File: src/rtl/add_mul_flow_pkg.sv
// Shared widths, payload types and width helpers for the add_mul_flow pipeline.
package add_mul_flow_pkg;

  localparam int unsigned WIDTH_DEFAULT = 32;

  // P0 payload: raw operands as sampled on input transfer.
  typedef struct packed {
    logic [WIDTH_DEFAULT-1:0] x;
    logic [WIDTH_DEFAULT-1:0] y;
    logic [WIDTH_DEFAULT-1:0] z;
  } p0_pld_t;

  // P1 payload: wrapped sum plus the multiplier carried alongside.
  typedef struct packed {
    logic [WIDTH_DEFAULT-1:0] sum;
    logic [WIDTH_DEFAULT-1:0] z;
  } p1_pld_t;

  // Flat payload widths for an arbitrary operand width.
  function automatic int unsigned p0_width(input int unsigned w);
    return 3 * w;
  endfunction

  function automatic int unsigned p1_width(input int unsigned w);
    return 2 * w;
  endfunction

endpackage

File: src/rtl/add_mul_flow_cycle0.sv
// Stage 0: wrapping add of the operands, multiplier passed through.
module add_mul_flow_cycle0 #(
  parameter int unsigned WIDTH = 32
) (
  input  logic [WIDTH-1:0] x_i,
  input  logic [WIDTH-1:0] y_i,
  input  logic [WIDTH-1:0] z_i,
  output logic [WIDTH-1:0] sum_o,
  output logic [WIDTH-1:0] z_o
);

  // Carry out of the add is intentionally dropped.
  always_comb begin
    sum_o = x_i + y_i;
    z_o   = z_i;
  end

endmodule

File: src/rtl/add_mul_flow_cycle1.sv
// Stage 1: unsigned multiply keeping the low WIDTH bits of the product.
module add_mul_flow_cycle1 #(
  parameter int unsigned WIDTH = 32
) (
  input  logic [WIDTH-1:0] sum_i,
  input  logic [WIDTH-1:0] z_i,
  output logic [WIDTH-1:0] prod_o
);

  // Self-determined WIDTH-bit multiply truncates the upper half.
  always_comb begin
    prod_o = sum_i * z_i;
  end

endmodule

File: src/rtl/pipe_slot.sv
// One pipeline slot: valid bit plus payload, loads when its advance term is set.
module pipe_slot #(
  parameter int unsigned W = 32
) (
  input  logic         clk,
  input  logic         rst_n_i,
  input  logic         adv_i,
  input  logic         up_vld_i,
  input  logic [W-1:0] up_data_i,
  output logic         vld_o,
  output logic [W-1:0] data_o
);

  logic         vld_q;
  logic         vld_d;
  logic [W-1:0] data_q;
  logic [W-1:0] data_d;

  // Valid follows the advance rule; data only moves when a real item arrives.
  always_comb begin
    vld_d  = vld_q;
    data_d = data_q;
    if (adv_i) begin
      vld_d = up_vld_i;
      if (up_vld_i) begin
        data_d = up_data_i;
      end
    end
  end

  // Slot registers with synchronous active-low clear.
  always_ff @(posedge clk) begin
    if (!rst_n_i) begin
      vld_q  <= 1'b0;
      data_q <= '0;
    end else begin
      vld_q  <= vld_d;
      data_q <= data_d;
    end
  end

  assign vld_o  = vld_q;
  assign data_o = data_q;

endmodule

File: src/rtl/add_mul_flow.sv
// Flow-controlled (x + y) * z pipeline with valid/ready on both ends.
module add_mul_flow
  import add_mul_flow_pkg::*;
#(
  parameter int unsigned WIDTH = WIDTH_DEFAULT
) (
  input  logic             clk,
  input  logic             rst,
  input  logic             in_vld,
  output logic             in_rdy,
  input  logic [WIDTH-1:0] x,
  input  logic [WIDTH-1:0] y,
  input  logic [WIDTH-1:0] z,
  output logic             out_vld,
  input  logic             out_rdy,
  output logic [WIDTH-1:0] out
);

  localparam int unsigned P0_W = p0_width(WIDTH);
  localparam int unsigned P1_W = p1_width(WIDTH);

  typedef struct packed {
    logic [WIDTH-1:0] x;
    logic [WIDTH-1:0] y;
    logic [WIDTH-1:0] z;
  } p0_t;

  typedef struct packed {
    logic [WIDTH-1:0] sum;
    logic [WIDTH-1:0] z;
  } p1_t;

  logic             adv0_c;
  logic             adv1_c;
  logic             adv2_c;

  logic             p0_vld;
  logic             p1_vld;
  logic             p2_vld;

  p0_t              p0_in_c;
  p0_t              p0_data;
  p1_t              p1_in_c;
  p1_t              p1_data;
  logic [WIDTH-1:0] p2_in_c;
  logic [WIDTH-1:0] p2_data;

  logic [WIDTH-1:0] sum_c;
  logic [WIDTH-1:0] z1_c;

  // Ready chain: a slot advances if it is empty or the slot below advances.
  always_comb begin
    adv2_c = !p2_vld || out_rdy;
    adv1_c = !p1_vld || adv2_c;
    adv0_c = !p0_vld || adv1_c;
    in_rdy = adv0_c && rst;
  end

  // Pack incoming operands and stage-0 results into slot payloads.
  always_comb begin
    p0_in_c.x   = x;
    p0_in_c.y   = y;
    p0_in_c.z   = z;
    p1_in_c.sum = sum_c;
    p1_in_c.z   = z1_c;
  end

  pipe_slot #(.W(P0_W)) u_p0 (
    .clk       (clk),
    .rst_n_i   (rst),
    .adv_i     (adv0_c),
    .up_vld_i  (in_vld),
    .up_data_i (p0_in_c),
    .vld_o     (p0_vld),
    .data_o    (p0_data)
  );

  add_mul_flow_cycle0 #(.WIDTH(WIDTH)) u_cycle0 (
    .x_i   (p0_data.x),
    .y_i   (p0_data.y),
    .z_i   (p0_data.z),
    .sum_o (sum_c),
    .z_o   (z1_c)
  );

  pipe_slot #(.W(P1_W)) u_p1 (
    .clk       (clk),
    .rst_n_i   (rst),
    .adv_i     (adv1_c),
    .up_vld_i  (p0_vld),
    .up_data_i (p1_in_c),
    .vld_o     (p1_vld),
    .data_o    (p1_data)
  );

  add_mul_flow_cycle1 #(.WIDTH(WIDTH)) u_cycle1 (
    .sum_i  (p1_data.sum),
    .z_i    (p1_data.z),
    .prod_o (p2_in_c)
  );

  pipe_slot #(.W(WIDTH)) u_p2 (
    .clk       (clk),
    .rst_n_i   (rst),
    .adv_i     (adv2_c),
    .up_vld_i  (p1_vld),
    .up_data_i (p2_in_c),
    .vld_o     (p2_vld),
    .data_o    (p2_data)
  );

  // Output comes straight from the last slot, independent of out_rdy.
  always_comb begin
    out_vld = p2_vld;
    out     = p2_data;
  end

endmodule

File: config.mk
export PLATFORM = sky130hd
export DESIGN_NAME = add_mul_flow
export DESIGN_NICKNAME = d
export VERILOG_FILES = /design/src/rtl/add_mul_flow_pkg.sv /design/src/rtl/add_mul_flow_cycle0.sv /design/src/rtl/add_mul_flow_cycle1.sv /design/src/rtl/pipe_slot.sv /design/src/rtl/add_mul_flow.sv
export SDC_FILE = /design/constraint.sdc
export NUM_CORES = 2
export LEC_CHECK = 0
export CORE_MARGIN = 5
export CORE_UTILIZATION = 60
export DETAILED_ROUTE_END_ITERATION = 10
export PLACE_DENSITY = 0.78
export REMOVE_ABC_BUFFERS = 1
export SLEW_MARGIN = 20
export SYNTH_ARGS = -nofsm -noshare
export SYNTH_HDL_FRONTEND = slang
export SYNTH_SLANG_ARGS = --single-unit
File: constraint.sdc
create_clock -name clk -period 20.1 [get_ports clk]
set_input_delay 4.02 -clock clk [delete_from_list [all_inputs] [get_ports clk]]
set_output_delay 4.02 -clock clk [all_outputs]
set_load 0.03 [all_outputs]
==> results.tsv <==
metric	value	unit
vias	18900	
fin_nets	3499	
drv_slew	0	
worst_r2r_path_depth	26	
grt_use_total	28.5	%
hold_viol	0	
synth.distinct_cells	63	
crit_path_end	in_rdy	
slew_headroom	32.1	%
cts_buffer_depth	2	
first_pass_iters	5	
max_freq	0.0999	GHz
yosys_warnings	0	
startpoint_type	primary input	
startpoint	rst	
fin_crit	10.01	ns
layout-drive-gt1-share	3.12	%
boundaryPins	134	
synthCells	2807	
yosys_register_bits	195	
vdd_drop_max	0.0519	mV
min_period_over_period	49.8	%
required	16.08	ns
hpwl	45500	um
placementRows	73	
overflow	0	
worst_slew_pin_slew	1.02	ns
synthFlopType	dfxtp_1	
netlist_area	24100	um^2
grt_first_pass_wirelength	102000	um
drv_cap	0	
cp_num_cells	5	
antennaDiodeCount	0	
p_leak	11.9	nW
grt_pass1_vias	20800	
post_cts_buffers	0	
worstPathMaxFanout	48	
fp.coreArea	39700	um^2
setup_viol_count_final	0	
ant_nets	0	
die_y	210	um
die_area	44200	um^2
cts_made_buffers	17	
synth-edff-count	0	
rsz0062_at_grt	no	
cp_slowest_cell	clkdlybuf4s50_1	
path_cells	buf_2, buf_4, clkinv_2, a31oi_1, clkdlybuf4s50_1	
cts_tree	built	
insertion_delay	0.48	ns
rr_startpoint	u_p1.data_o[9]$_SDFFE_PN0P_	
ys_seq_area_share	16.2	%
wire_per_inst	17.9	um
die_w	210	um
clock_skew	0.0145	ns
cpPeakStageDelay	0.72	ns
cts_root_buf	clkbuf_16	
critical_path_class	in2out	
finalCoreUtilization	66.4	%
end_kind	primary output	
drt_iter0_markers	1225	
ys_async_sr_fraction	0	%
place.gp.congestion	0.917	
status	finished, final reports clean	
syn_area_per_cell	8.57	um^2
regToRegSetupSlack	12.14	ns
setup_tns	0	ns
cts_htree_levels	4	
clk_pin_slew	0.09	ns
cts_resized	0	
grt_max_degree	97	
syn2layout_area_growth	9.63	%
antenna_found_initial	1	
viasPerCell	5.62	
routed_wl	60400	um
crit_buf_inv	4	
cts.sinks	195	
drc	0	
port_buffers	133	
reg2reg_to	u_p2.data_o[30]$_SDFFE_PN0P_	
cp_top_family	buffers and inverters	
worstPathArrival	5.99	ns
hold_buffers	0	
min-delay-path-class	reg2reg	
power_per_cell_area	35.7	nW/um^2
start_util	60.5	%
## stage by stage
stage	instance area, um^2	worst slack [ns]	hold slack [ns]	power, mW	cells
detailed placement	25700	10.07	0.444	0.576	3342
global route	26400	9.96	0.468	0.981	3374
finish	26400	10.09	0.455	0.942	3374
global placement	25700	10.04	0.437	0.571	3342
floorplan	23500	10.83	0.432	0.508	2647
CTS	26400	10.07	0.456	0.947	3374
## power by group
group	switching [mW]	internal [mW]	leakage (nW)	total, mW
clock network	0.199	0.174	0.303	0.373
registers	0.0199	0.402	1.59	0.422
logic	0.0866	0.0605	10.0	0.147
total	0.306	0.637	11.9	0.942
## routing by layer
layer | track usage, % | wire (um) | vias to the layer above
met4 | 14.5 | 3400 | 0
met2 | 50.0 | 29900 | 741
met1 | 33.8 | 23000 | 9374
met5 | 0 | 0 | -
li1 | - | - | 8633
met3 | 4.99 | 4020 | 201
## cell type report
| cell class | instances | area, um^2 |
|---|---|---|
| well taps | 525 | 657 |
| inverters | 407 | 1530 |
| multi-input cells | 2045 | 18000 |
| flip-flops and latches | 195 | 3900 |
| clock inverters | 15 | 209 |
| fillers | 3262 | 13400 |
| clock buffers | 17 | 425 |
| repair buffers | 170 | 1600 |
## logic make-up after synthesis
kind of cell             after synthesis  synth area share, %
XOR/XNOR                             105                 3.82
AO/OA/AOI/OAI                        363                 9.52
adder cells (fa/ha/maj)              563                 42.1
buffers and inverters                567                 8.85
AND/OR/NAND/NOR                     1014                 19.5
flip-flops                           195                 16.2
## state kept, by name (all words and copies together) (netlist names)
signal	cells
u_p0.data_o	96
u_p2.data_o	32
u_p1.vld_o	1
u_p1.data_o	64
u_p0.vld_o	1
u_p2.vld_o	1
## worst min path at each step
stage,startpoint,to,slack [ns],cells after the start
floorplan,u_p0.data_o[31]$_SDFFE_PN0P_,u_p1.data_o[31]$_SDFFE_PN0P_,0.43,2
global placement,u_p0.data_o[30]$_SDFFE_PN0P_,u_p1.data_o[30]$_SDFFE_PN0P_,0.44,2
CTS,u_p1.data_o[41]$_SDFFE_PN0P_,u_p1.data_o[41]$_SDFFE_PN0P_,0.46,2
detailed placement,u_p1.data_o[41]$_SDFFE_PN0P_,u_p1.data_o[41]$_SDFFE_PN0P_,0.44,2
global route,u_p0.data_o[10]$_SDFFE_PN0P_,u_p1.data_o[10]$_SDFFE_PN0P_,0.47,2
finish,u_p1.data_o[39]$_SDFFE_PN0P_,u_p1.data_o[39]$_SDFFE_PN0P_,0.46,2
## layout by cell type (no fill, tap or decap), types with 4 or more instances in the layout
| cell | n |
|---|---|
| inv_1 | 406 |
| clkdlybuf4s50_1 | 132 |
| buf_4 | 37 |
| fa_1 | 409 |
| clkbuf_16 | 17 |
| a31oi_1 | 10 |
| ha_1 | 154 |
| a21boi_0 | 57 |
| nand2b_1 | 5 |
| clkinv_8 | 5 |
| a211oi_1 | 11 |
| nor3_1 | 10 |
| o211a_1 | 5 |
| xnor2_1 | 78 |
| and3_1 | 6 |
| o21ai_0 | 28 |
| nor2_1 | 50 |
| and2_1 | 286 |
| o211ai_1 | 4 |
| nand4_1 | 5 |
| o21ai_1 | 23 |
| dfxtp_1 | 195 |
| or3_1 | 8 |
| nand3_1 | 23 |
| o21a_1 | 12 |
| xor2_1 | 27 |
| o21bai_1 | 6 |
| nand2_1 | 598 |
| nor2b_1 | 11 |
| a211o_1 | 4 |
| a21oi_1 | 149 |
| a21o_1 | 22 |
## Yosys cell counts (all sizes together), types with 2 or more instances
library cell / n / area, um^2
nor2b: 11 / 68.8
o22ai: 2 / 12.5
clkbuf: 147 / 552
a31oi: 11 / 68.8
buf: 13 / 50.0
nor3: 10 / 50.1
dfxtp: 195 / 3900
o211a: 5 / 50.1
nand4: 5 / 31.3
ha: 154 / 1930
o311a: 3 / 30.0
and3: 6 / 37.5
nand2b: 5 / 31.3
xor2: 27 / 236
and2: 287 / 1800
o31ai: 2 / 15.0
a311oi: 2 / 17.5
o21ai: 52 / 264
a211oi: 12 / 95.1
a2111oi: 2 / 23.8
a211o: 4 / 35.0
fa: 409 / 8190
o41ai: 2 / 17.5
nor2: 50 / 188
o211ai: 4 / 30.0
or3: 9 / 61.3
xnor2: 78 / 683
nand3: 23 / 115
a21oi: 153 / 788
a21o: 24 / 183
o21bai: 7 / 56.3
a21boi: 58 / 435
nand2: 600 / 2250
o21a: 12 / 90.1
inv: 407 / 1530
## worst min-delay path, stage by stage, from the launching register on
cell,delay (ns)
dfxtp_1,0.32
nand2_1,0.05
a21oi_1,0.05
No activity file was read; power rests on OpenSTA's default activity.
